$ cat src/rtl/decode_issue_ctrl_pkg.sv
// Shared constants and types for the decode-stage issue controller.
// Opcode, immediate-type and FSM encodings used by all decode files.
package decode_issue_ctrl_pkg;

   localparam logic [4:0] OPCODE_LOAD     = 5'b00000;
   localparam logic [4:0] OPCODE_MISC_MEM = 5'b00011;
   localparam logic [4:0] OPCODE_OP_IMM   = 5'b00100;
   localparam logic [4:0] OPCODE_AUIPC    = 5'b00101;
   localparam logic [4:0] OPCODE_STORE    = 5'b01000;
   localparam logic [4:0] OPCODE_OP       = 5'b01100;
   localparam logic [4:0] OPCODE_LUI      = 5'b01101;
   localparam logic [4:0] OPCODE_BRANCH   = 5'b11000;
   localparam logic [4:0] OPCODE_JALR     = 5'b11001;
   localparam logic [4:0] OPCODE_JAL      = 5'b11011;
   localparam logic [4:0] OPCODE_SYSTEM   = 5'b11100;

   localparam logic [2:0] IMM_NONE = 3'b000;
   localparam logic [2:0] IMM_I    = 3'b001;
   localparam logic [2:0] IMM_S    = 3'b010;
   localparam logic [2:0] IMM_B    = 3'b011;
   localparam logic [2:0] IMM_U    = 3'b100;
   localparam logic [2:0] IMM_J    = 3'b101;
   localparam logic [2:0] IMM_CSR  = 3'b110;

   typedef enum logic {
      RUN  = 1'b0,
      HOLD = 1'b1
   } state_t;

   typedef struct packed {
      logic        valid;
      logic [31:0] instr;
      logic [31:0] pc;
      logic [31:0] imm;
      logic [2:0]  imm_type;
   } entry_t;

endpackage

$ cat src/rtl/decode_issue_ctrl_dec.sv
// Fetch-side decode helpers: immediate-type classification and
// immediate extraction for a single RV32I instruction word.
module control_unit
   import decode_issue_ctrl_pkg::*;
(
   input  logic [6:0] OPCODE,
   input  logic [2:0] FUNCT3,
   input  logic       FUNCT7_5,
   output logic [2:0] IMM_TYPE
);

   // Low opcode bits and funct7[5] do not affect the immediate format.
   logic unused_bits;
   assign unused_bits = &{1'b0, OPCODE[1:0], FUNCT7_5};

   always_comb begin
      IMM_TYPE = IMM_NONE;
      unique case (OPCODE[6:2])
         OPCODE_LOAD,
         OPCODE_OP_IMM,
         OPCODE_JALR:   IMM_TYPE = IMM_I;
         OPCODE_STORE:  IMM_TYPE = IMM_S;
         OPCODE_BRANCH: IMM_TYPE = IMM_B;
         OPCODE_LUI,
         OPCODE_AUIPC:  IMM_TYPE = IMM_U;
         OPCODE_JAL:    IMM_TYPE = IMM_J;
         OPCODE_SYSTEM:
            IMM_TYPE = (FUNCT3 != 3'b000) ? IMM_CSR : IMM_NONE;
         default:       IMM_TYPE = IMM_NONE;
      endcase
   end

endmodule

module imm_generator
   import decode_issue_ctrl_pkg::*;
(
   input  logic [31:7] INSTR,
   input  logic [2:0]  IMM_TYPE,
   output logic [31:0] IMM
);

   always_comb begin
      IMM = 32'h0;
      unique case (IMM_TYPE)
         IMM_I:
            IMM = {{20{INSTR[31]}}, INSTR[31:20]};
         IMM_S:
            IMM = {{20{INSTR[31]}}, INSTR[31:25], INSTR[11:7]};
         IMM_B:
            IMM = {{19{INSTR[31]}}, INSTR[31], INSTR[7],
                   INSTR[30:25], INSTR[11:8], 1'b0};
         IMM_U:
            IMM = {INSTR[31:12], 12'h0};
         IMM_J:
            IMM = {{11{INSTR[31]}}, INSTR[31], INSTR[19:12],
                   INSTR[20], INSTR[30:21], 1'b0};
         IMM_CSR:
            IMM = {27'h0, INSTR[19:15]};
         default:
            IMM = 32'h0;
      endcase
   end

endmodule

$ cat src/rtl/decode_issue_ctrl.sv
// Decode issue controller: two-entry skid buffer between fetch and
// execute, with issue held after a SYSTEM instruction until SYS_DONE.
module decode_issue_ctrl
   import decode_issue_ctrl_pkg::*;
#(
   parameter int HOLD_CNT_W = 16
) (
   input  logic                  CLK,
   input  logic                  RESET,
   input  logic                  FETCH_VALID,
   output logic                  FETCH_READY,
   input  logic [31:0]           FETCH_INSTR,
   input  logic [31:0]           FETCH_PC,
   output logic                  DEC_VALID,
   input  logic                  DEC_READY,
   output logic [31:0]           DEC_INSTR,
   output logic [31:0]           DEC_PC,
   output logic [31:0]           DEC_IMM,
   output logic [2:0]            DEC_IMM_TYPE,
   input  logic                  FLUSH,
   input  logic                  SYS_DONE,
   output logic [HOLD_CNT_W-1:0] HOLD_CYCLES
);

   entry_t                out_q, out_d;
   entry_t                skid_q, skid_d;
   entry_t                fetch_entry;
   state_t                state_q, state_d;
   logic                  ready_q, ready_d;
   logic [HOLD_CNT_W-1:0] hold_cnt_q, hold_cnt_d;
   logic [2:0]            fetch_imm_type;
   logic [31:0]           fetch_imm;
   logic                  dec_valid;
   logic                  accept;
   logic                  pop;
   logic                  pop_system;

   control_unit u_control_unit (
      .OPCODE   (FETCH_INSTR[6:0]),
      .FUNCT3   (FETCH_INSTR[14:12]),
      .FUNCT7_5 (FETCH_INSTR[30]),
      .IMM_TYPE (fetch_imm_type)
   );

   imm_generator u_imm_generator (
      .INSTR    (FETCH_INSTR[31:7]),
      .IMM_TYPE (fetch_imm_type),
      .IMM      (fetch_imm)
   );

   always_comb begin
      fetch_entry          = '0;
      fetch_entry.valid    = 1'b1;
      fetch_entry.instr    = FETCH_INSTR;
      fetch_entry.pc       = FETCH_PC;
      fetch_entry.imm      = fetch_imm;
      fetch_entry.imm_type = fetch_imm_type;
   end

   assign accept     = FETCH_VALID && ready_q && !FLUSH;
   assign pop        = dec_valid && DEC_READY && !FLUSH;
   assign pop_system = pop && (out_q.instr[6:2] == OPCODE_SYSTEM);

   // FSM state register
   always_ff @(posedge CLK) begin
      if (!RESET) begin
         state_q <= RUN;
      end else begin
         state_q <= state_d;
      end
   end

   // FSM next state
   always_comb begin
      state_d = state_q;
      unique case (state_q)
         RUN:  if (pop_system)         state_d = HOLD;
         HOLD: if (SYS_DONE || FLUSH)  state_d = RUN;
         default:                      state_d = RUN;
      endcase
   end

   // FSM outputs
   always_comb begin
      dec_valid = 1'b0;
      unique case (state_q)
         RUN:     dec_valid = out_q.valid;
         HOLD:    dec_valid = 1'b0;
         default: dec_valid = 1'b0;
      endcase
   end

   // Skid buffer: data fields keep their value when an entry drains so
   // DEC_* do not glitch; only the valid bits carry meaning.
   always_comb begin
      out_d  = out_q;
      skid_d = skid_q;
      if (FLUSH) begin
         out_d.valid  = 1'b0;
         skid_d.valid = 1'b0;
      end else if (pop) begin
         if (skid_q.valid) begin
            out_d = skid_q;
            if (accept) begin
               skid_d = fetch_entry;
            end else begin
               skid_d.valid = 1'b0;
            end
         end else if (accept) begin
            out_d = fetch_entry;
         end else begin
            out_d.valid = 1'b0;
         end
      end else if (accept) begin
         if (!out_q.valid) begin
            out_d = fetch_entry;
         end else begin
            skid_d = fetch_entry;
         end
      end
      ready_d = !skid_d.valid;
   end

   always_comb begin
      hold_cnt_d = hold_cnt_q;
      if ((state_q == HOLD) && out_q.valid && !(&hold_cnt_q)) begin
         hold_cnt_d = hold_cnt_q + HOLD_CNT_W'(1);
      end
   end

   always_ff @(posedge CLK) begin
      if (!RESET) begin
         out_q      <= '0;
         skid_q     <= '0;
         ready_q    <= 1'b1;
         hold_cnt_q <= '0;
      end else begin
         out_q      <= out_d;
         skid_q     <= skid_d;
         ready_q    <= ready_d;
         hold_cnt_q <= hold_cnt_d;
      end
   end

   assign FETCH_READY  = ready_q;
   assign DEC_VALID    = dec_valid;
   assign DEC_INSTR    = out_q.instr;
   assign DEC_PC       = out_q.pc;
   assign DEC_IMM      = out_q.imm;
   assign DEC_IMM_TYPE = out_q.imm_type;
   assign HOLD_CYCLES  = hold_cnt_q;

endmodule
$ cat config.mk
export PLATFORM = sky130hd
export DESIGN_NAME = decode_issue_ctrl
export DESIGN_NICKNAME = d
export VERILOG_FILES = /design/src/rtl/decode_issue_ctrl_pkg.sv /design/src/rtl/decode_issue_ctrl_dec.sv /design/src/rtl/decode_issue_ctrl.sv
export SDC_FILE = /design/constraint.sdc
export NUM_CORES = 1
export LEC_CHECK = 0
export CAP_MARGIN = 20
export CORE_MARGIN = 2
export CORE_UTILIZATION = 52
export CTS_CLUSTER_DIAMETER = 40
export DETAILED_ROUTE_END_ITERATION = 8
export GPL_TIMING_DRIVEN = 0
export PLACE_DENSITY = 0.8
export REMOVE_ABC_BUFFERS = 1
export SLEW_MARGIN = 20
export SYNTH_ARGS = -nofsm -noshare
export SYNTH_HDL_FRONTEND = slang
export SYNTH_SLANG_ARGS = --single-unit
$ cat constraint.sdc
create_clock -name CLK -period 1.92 [get_ports CLK]
set_input_delay 0.192 -clock CLK [delete_from_list [all_inputs] [get_ports CLK]]
set_output_delay 0.192 -clock CLK [all_outputs]
set_load 0.02 [all_outputs]
==> metrics.md, run 1 <==
| Metric | Value |
|---|---|
| Worst-case reg-to-reg path depth | `3` |
| Status | `finished, final reports clean` |
| Insertion delay to the later sink of the worst-skew pair | `490 ps` |
| Top FF cell, synth | `dfxtp_1` |
| First-pass iteration count of the detailed router | `5` |
| Total congestion overflow | `0` |
| Port bufs | `186` |
| Initial antenna violation count | `1` |
| Chip height | `141 µm` |
| Final hold vios | `0` |
| Area growth, synth to finish | `29.5%` |
| Total Power | `0.0120 W` |
| HP Class | `in -> reg` |
| Post-DP HPWL | `15200 µm` |
| R2r startpoint | `FETCH_READY` |
| Max H-tree Level | `2` |
| Final Cycle Share | `95.0%` |
| GPL Wtd Cong | `0.799` |
| Hold worst-path end | `skid_q[17]` |
| CTS buffer count | `34` |
| CTS tree | `built` |
| Hold Crit Depth | `3` |
| Syn. warnings | `0` |
| Final slew viol count | `0` |
| Largest net degree at the start of global routing | `85` |
| Initial Utilization | `52.7%` |
| P_sw | `0.00286 W` |
| Fmax | `548 MHz` |
| Vias in the first global route | `8532` |
| Root Buffer Master | `clkbuf_16` |
| Std-Cell Rows | `50` |
| Leakage | `4.49 nW` |
| Critical Path Start Type | `primary input` |
| Share of cells above drive strength 1 | `9.80%` |
| Clk sinks | `218` |
| Yosys reg bits | `218` |
| CP arrival | `2220 ps` |
| Iter 0 DRT Violations | `621` |
| Num ports | `187` |
| Comb power frac | `9.6%` |
| Period minus WS final | `1820 ps` |
| Clk buf depth | `3` |
| Gate count after technology mapping | `1235` |
| Setup Skew | `9.08 ps` |
| EDFF count, synth | `0` |
| Vias | `9073` |
| Setup CP Type | `in -> reg` |
| Slew Limit Headroom | `49.1%` |
| First-pass GRT wire length | `42900 µm` |
| Count of final setup violators | `0` |
| Flop2flop setup slack | `110 ps` |
| WL/cell | `17.3 µm` |
| Overall routing resource usage | `26.1%` |
| Synth Area per Inst | `7.93 µm²` |
| Fin nets | `1373` |
| Reg power frac | `39.5%` |
| Final ANT Viol Nets | `0` |
| Area leader, netlist | `dfxtp_1` |
| Avg Vias per Cell | `5.81` |
| Worst-margin pin slew | `764 ps` |
| Switch share | `23.9%` |
| Max VDD drop | `668 µV` |
| Post-synth top area share | `44.6%` |
| Syn Std Cell Area | `9790 µm²` |
| CP endpoint kind | `register` |
| CP required | `2310 ps` |
| Ranking of synthesized cells by area | `dfxtp_1, nand2_1, buf_4, a21oi_1, a311oi_1` |
| Die Width | `141 µm` |
| Seq/Total Area, Yosys | `44.6%` |
| Setup TNS | `0 ps` |
| Max FO, Critical Path | `13` |
| Drc violations | `0` |
| Die area | `19900 µm²` |
| Max Cap Viol | `0` |
| Worst-path clk slew | `50 ps` |
| Asr flop ratio synth | `0%` |
| Min-delay src | `RESET` |
| Clock power frac | `50.9%` |
| Pint | `0.00913 W` |
| Final WL | `27000 µm` |
| Total power per unit cell area | `945 nW/µm²` |
| Netlist cell types | `54` |
| FF-to-FF End | `skid_q[6]` |
| Core area | `18600 µm²` |
state kept, by name, indices dropped and copies added, names as in the netlist:
name,cells
DEC_IMM,32
DEC_IMM_TYPE,3
DEC_INSTR,32
DEC_PC,32
FETCH_READY,1
HOLD_CYCLES,16
out_q,1
skid_q,100
state_q,1
metrics by stage:
stage	hold slack, ps	worst slack, ps	instances	util, %	instance area (µm²)
floorplan	310	-2950	1037	-	8630
global placement	434	-6480	1457	58.0	10800
detailed placement	437	-1300	1473	60.1	11200
CTS	272	7.31	1549	67.4	12500
global route	196	-15.1	1562	68.2	12700
finish	146	96.8	1562	68.2	12700
cells in the mapped netlist (6+ instances only):
cell / number
o31ai_1: 7
buf_2: 34
mux2i_1: 8
buf_4: 100
nor4_1: 8
o21ai_0: 59
nand2b_1: 7
a31oi_1: 6
a211oi_1: 23
clkbuf_1: 61
nand4_1: 7
nor3_1: 25
nand2_1: 306
inv_1: 7
a21oi_1: 121
dfxtp_1: 218
nand3_1: 20
a311oi_1: 64
nor2_1: 77
o2bb2ai_1: 8
worst max-delay path by stage:
stage                    from           to  slack [ps]  cells after the start
2_1_floorplan     FETCH_READY   DEC_IMM[1]       -2950                      4
3_3_place_gp            FLUSH  DEC_IMM[11]       -6480                      5
3_5_place_dp   FETCH_INSTR[2]   skid_q[23]       -1300                      5
4_1_cts               state_q   DEC_IMM[2]           7                      5
5_1_grt        FETCH_INSTR[3]  DEC_IMM[22]         -20                      6
6_report       FETCH_INSTR[3]   DEC_IMM[2]         100                      5
power by group through the flow:
stage          sequential [W]  clock, W  combinational, W
2_1_floorplan         0.00494         0          0.000350
4_1_cts               0.00473   0.00618           0.00112
5_1_grt               0.00474   0.00640           0.00123
3_5_place_dp          0.00483         0           0.00107
3_3_place_gp          0.00482         0           0.00103
6_report              0.00473   0.00611           0.00115
cell type report:
| cell class | instances | area [µm²] |
|---|---|---|
| fillers | 1484 | 5900 |
| multi-input cells | 815 | 4430 |
| flip-flops and latches | 218 | 4370 |
| repair buffers | 225 | 2390 |
| clock buffers | 43 | 958 |
| well taps | 234 | 293 |
| clock inverters | 18 | 191 |
| inverters | 8 | 37.5 |
| diodes | 1 | 2.50 |
routing by layer:
metal / routed length (µm) / vias up / GRT usage, %
li1: - / 4372 / -
met1: 11300 / 4293 / 32.6
met2: 12900 / 358 / 44.4
met3: 2200 / 50 / 5.98
met4: 617 / 0 / 8.84
met5: 0 / - / 0
layout by cell type, fill, tap and decap left out, types with 4 or more instances in the layout:
cell type / netlist / final
clkbuf_16: 0 / 37
buf_4: 100 / 23
nand3_1: 20 / 19
a211oi_1: 23 / 22
inv_1: 7 / 7
buf_16: 0 / 8
a32oi_1: 4 / 4
o31ai_1: 7 / 7
nor4_1: 8 / 7
a31oi_1: 6 / 5
and2_1: 5 / 5
nor2_1: 77 / 75
clkbuf_1: 61 / 5
clkdlybuf4s50_1: 0 / 179
nand2_1: 306 / 306
dfxtp_1: 218 / 214
clkinv_2: 0 / 6
a21oi_1: 121 / 119
clkinvlp_4: 0 / 8
or4_1: 4 / 4
nand2b_1: 7 / 6
a311oi_1: 64 / 64
and4_1: 5 / 5
dlymetal6s2s_1: 0 / 5
o2bb2ai_1: 8 / 8
mux2i_1: 8 / 8
o21ai_0: 59 / 59
nand4_1: 7 / 7
buf_6: 0 / 4
nor3_1: 25 / 25
worst max-delay path: stages:
cell and delay, ps:
clkdlybuf4s50_1 720, nor4b_2 630, a32oi_1 170, and4_1 250
nor4_1 250
logic make-up (layout without fill, tap and decap cells):
family | count (synthesis) | after routing | share of synthesized area [%]
fa+ha+maj | 1 | 1 | 0.128
simple gates | 489 | 490 | 21.5
flops | 218 | 218 | 44.6
mux | 8 | 8 | 0.818
other cells | 0 | 1 | 0
compound gates | 313 | 316 | 20.8
buf+inv | 206 | 294 | 12.2
repair_timing:
action,in CTS,in global routing
pin swaps,4,3
setup endpoints to repair,186,61
gates cloned,3,1
resized for setup,20,10
hold buffers,0,0
setup buffers,12,11
No activity file was read; power rests on OpenSTA's default activity.
==> inputs of run 2 (changes only) <==
--- a/config.mk
+++ b/config.mk
@@ -6,7 +6,7 @@
 export NUM_CORES = 1
 export LEC_CHECK = 0
 export CAP_MARGIN = 20
-export CORE_MARGIN = 2
+export CORE_MARGIN = 5
 export CORE_UTILIZATION = 52
 export CTS_CLUSTER_DIAMETER = 40
 export DETAILED_ROUTE_END_ITERATION = 8
==> run 2 against run 1 <==
  * Sequential power barely moved
  * Fmax decreased by 1.6%
  * Utilization is 0.95 points lower
  * Worst setup slack got worse by 29 ps
==> metrics.md, run 2 (synthesized netlist as in run 1, its figures left out) <==
| Metric | Value |
|---|---|
| Insertion delay to the later sink of the worst-skew pair | `540 ps (+50 ps)` |
| Share of cells above drive strength 1 | `9.60% (-0.20 points)` |
| Count of final setup violators | `0 (unchanged)` |
| Worst-path cell chain | `clkdlybuf4s50_1, nand2_1, a211oi_4, a211oi_4, buf_4, a211oi_1` |
| Fmax | `540 MHz (-1.6%)` |
| Vias | `9117 (+0.48%)` |
| Setup TNS | `0 ps (unchanged)` |
| Final slew viol count | `0 (unchanged)` |
| Status | `finished, final reports clean` |
| Vias in the first global route | `8623 (+1.1%)` |
| Iter 0 DRT Violations | `597 (-3.9%)` |
| Max VDD drop | `744 µV (+11%)` |
| Max FO, Critical Path | `12 (-1)` |
| Setup Skew | `16.4 ps (+7.30 ps)` |
| Cell count after placement | `1473 (unchanged)` |
| Worst-margin pin slew | `748 ps (-16.1 ps)` |
| Crit path top cell by count | `a211oi_4` |
| Root Buffer Master | `clkbuf_16` |
| Total Power | `0.0115 W (-4.1%)` |
| Clk sinks | `218 (unchanged)` |
| Clk buf depth | `3 (unchanged)` |
| Total congestion overflow | `0 (unchanged)` |
| CTS buffer count | `29 (-15%)` |
| P_sw | `0.00288 W (+0.78%)` |
| Drc violations | `0 (unchanged)` |
| Unrepaired setup endpoints after global routing | `true` |
| Commonest cells after routing, fill and taps aside | `nand2_1, dfxtp_1, clkdlybuf4s50_1, a21oi_1, nor2_1` |
| Initial Utilization | `52.5% (-0.18 points)` |
| Port bufs | `186 (unchanged)` |
| Avg Vias per Cell | `5.85 (+0.74%)` |
| Period minus WS final | `1850 ps (+29.2 ps)` |
| Comb power frac | `9.9% (+0.3 points)` |
| Clock power frac | `48.9% (-2.0 points)` |
| CP endpoint kind | `register` |
| Fill count | `1521 (+2.5%)` |
| Final instance count without filler cells | `1558 (-0.26%)` |
| Die Width | `147 µm (+4.2%)` |
| Fin nets | `1371 (-0.15%)` |
| # hold bufs at CTS | `0 (unchanged)` |
| Final ANT Viol Nets | `0 (unchanged)` |
| First-pass iteration count of the detailed router | `5 (unchanged)` |
| Worst-path clk slew | `60 ps (about the same)` |
| Core Util, Final | `67.3% (-0.95 points)` |
| Max reg flops | `100 (unchanged)` |
| Setup CP Type | `in -> reg` |
| Final Cycle Share | `96.5% (+1.5 points)` |
| WL/cell | `18.1 µm (+4.7%)` |
| Max H-tree Level | `1 (-1)` |
| Std-Cell Rows | `50 (unchanged)` |
| Leakage | `4.43 nW (-1.3%)` |
| Reg power frac | `41.1% (+1.6 points)` |
| Die area | `21700 µm² (+8.7%)` |
| Cell at the slowest stage of the critical path | `clkdlybuf4s50_1` |
| Total power per unit cell area | `916 nW/µm² (-3.1%)` |
| Slowest cell delay on critical path | `770 ps (+50 ps)` |
| CP arrival | `2290 ps (+70 ps)` |
| Slew Limit Headroom | `50.1% (+1.1 points)` |
| Final WL | `28200 µm (+4.4%)` |
| Hold slack | `164 ps (+17.8 ps)` |
| CTS tree | `built` |
| Chip height | `147 µm (+4.2%)` |
| Num ports | `187 (unchanged)` |
| Largest net degree at the start of global routing | `85 (unchanged)` |
| Area growth, synth to finish | `28.1%` |
| Core area | `18600 µm² (+0.34%)` |
| Post-DP HPWL | `16000 µm (+4.8%)` |
| Most flop-heavy register | `skid_q` |
| Switch share | `25.1% (+1.2 points)` |
| Commonest non-fill, non-tap cell in the layout | `nand2_1` |
| First-pass GRT wire length | `45000 µm (+4.9%)` |
| Pint | `0.00861 W (-5.6%)` |
| CP required | `2350 ps (+40 ps)` |
| Max Cap Viol | `0 (unchanged)` |
| HP Class | `in -> reg` |
| Final hold vios | `0 (unchanged)` |
| Overall routing resource usage | `24.8% (-1.3 points)` |
| Initial antenna violation count | `1 (unchanged)` |
| Critical Path Start Type | `primary input` |
| GPL Wtd Cong | `0.799 (about the same)` |
==> run 2: cell types whose count changed in the layout (fill, tap and decap cells not counted), moves of 2 or more <==
cell	previous run	this run
clkbuf_1	5	3
clkinv_4	0	2
nand3_4	1	3
inv_6	0	9
clkinv_2	6	2
clkbuf_16	37	29
dlymetal6s2s_1	5	3
buf_16	8	5
clkinvlp_4	8	2
buf_4	23	26
==> run 2: worst paths after layout <==
path                  startpoint           to  slack (ps)  depth (start not counted)
hold / removal    FETCH_INSTR[6]   skid_q[73]         160                          3
setup reg to reg         state_q  DEC_IMM[30]          70                          6
hold reg to reg       skid_q[11]   skid_q[11]         450                          2
setup / recovery  FETCH_INSTR[5]  DEC_IMM[30]          70                          6
==> run 2: critical path: cells and delay by family <==
family / cells / cell delay (ps)
AOI/OAI and AO/OA: 3 / 830
buffers and inverters: 2 / 980
and+or+nand+nor: 1 / 280
==> run 2: per-stage QoR <==
stage	instance area (µm²)	setup slack [ps]
6_report	12500	67.5
5_1_grt	12500	-23.1
4_1_cts	12400	8.18
3_5_place_dp	11200	-1190
3_3_place_gp	10800	-6400
2_1_floorplan	8630	-2950
==> run 2: cell type report <==
class	count	area [µm²]	share of cell area, %
multi-input combinational	817	4480	35.7
inverter	8	37.5	0.299
clock inverter	20	253	2.01
timing repair buffer	226	2350	18.7
clock buffer	34	764	6.09
tap	234	293	2.33
sequential	218	4370	34.8
antenna	1	2.50	0.0199
==> run 2: what timing repair did <==
item                       4_1_cts  5_1_grt
setup endpoints to repair      176       94
resized for setup               20        9
gates cloned                     6        0
pin swaps                        7        2
setup buffers                   14       10
==> run 2: per-layer routing <==
metal  global-route usage [%]  share of wire, %  up-vias
li1                         -                 -     4367
met2                     41.8                48      393
met4                     8.53               2.9        0
met5                        0                 0        -
met3                     4.04               7.5       61
met1                     32.5                42     4296
==> run 2: power by group through the flow <==
| stage | Combinational, W | Clock [W] | Sequential [W] |
|---|---|---|---|
| 2_1_floorplan | 0.000350 | 0 | 0.00494 |
| 3_3_place_gp | 0.00103 | 0 | 0.00483 |
| 3_5_place_dp | 0.00107 | 0 | 0.00483 |
| 4_1_cts | 0.00113 | 0.00569 | 0.00473 |
| 5_1_grt | 0.00122 | 0.00593 | 0.00474 |
| 6_report | 0.00114 | 0.00562 | 0.00473 |
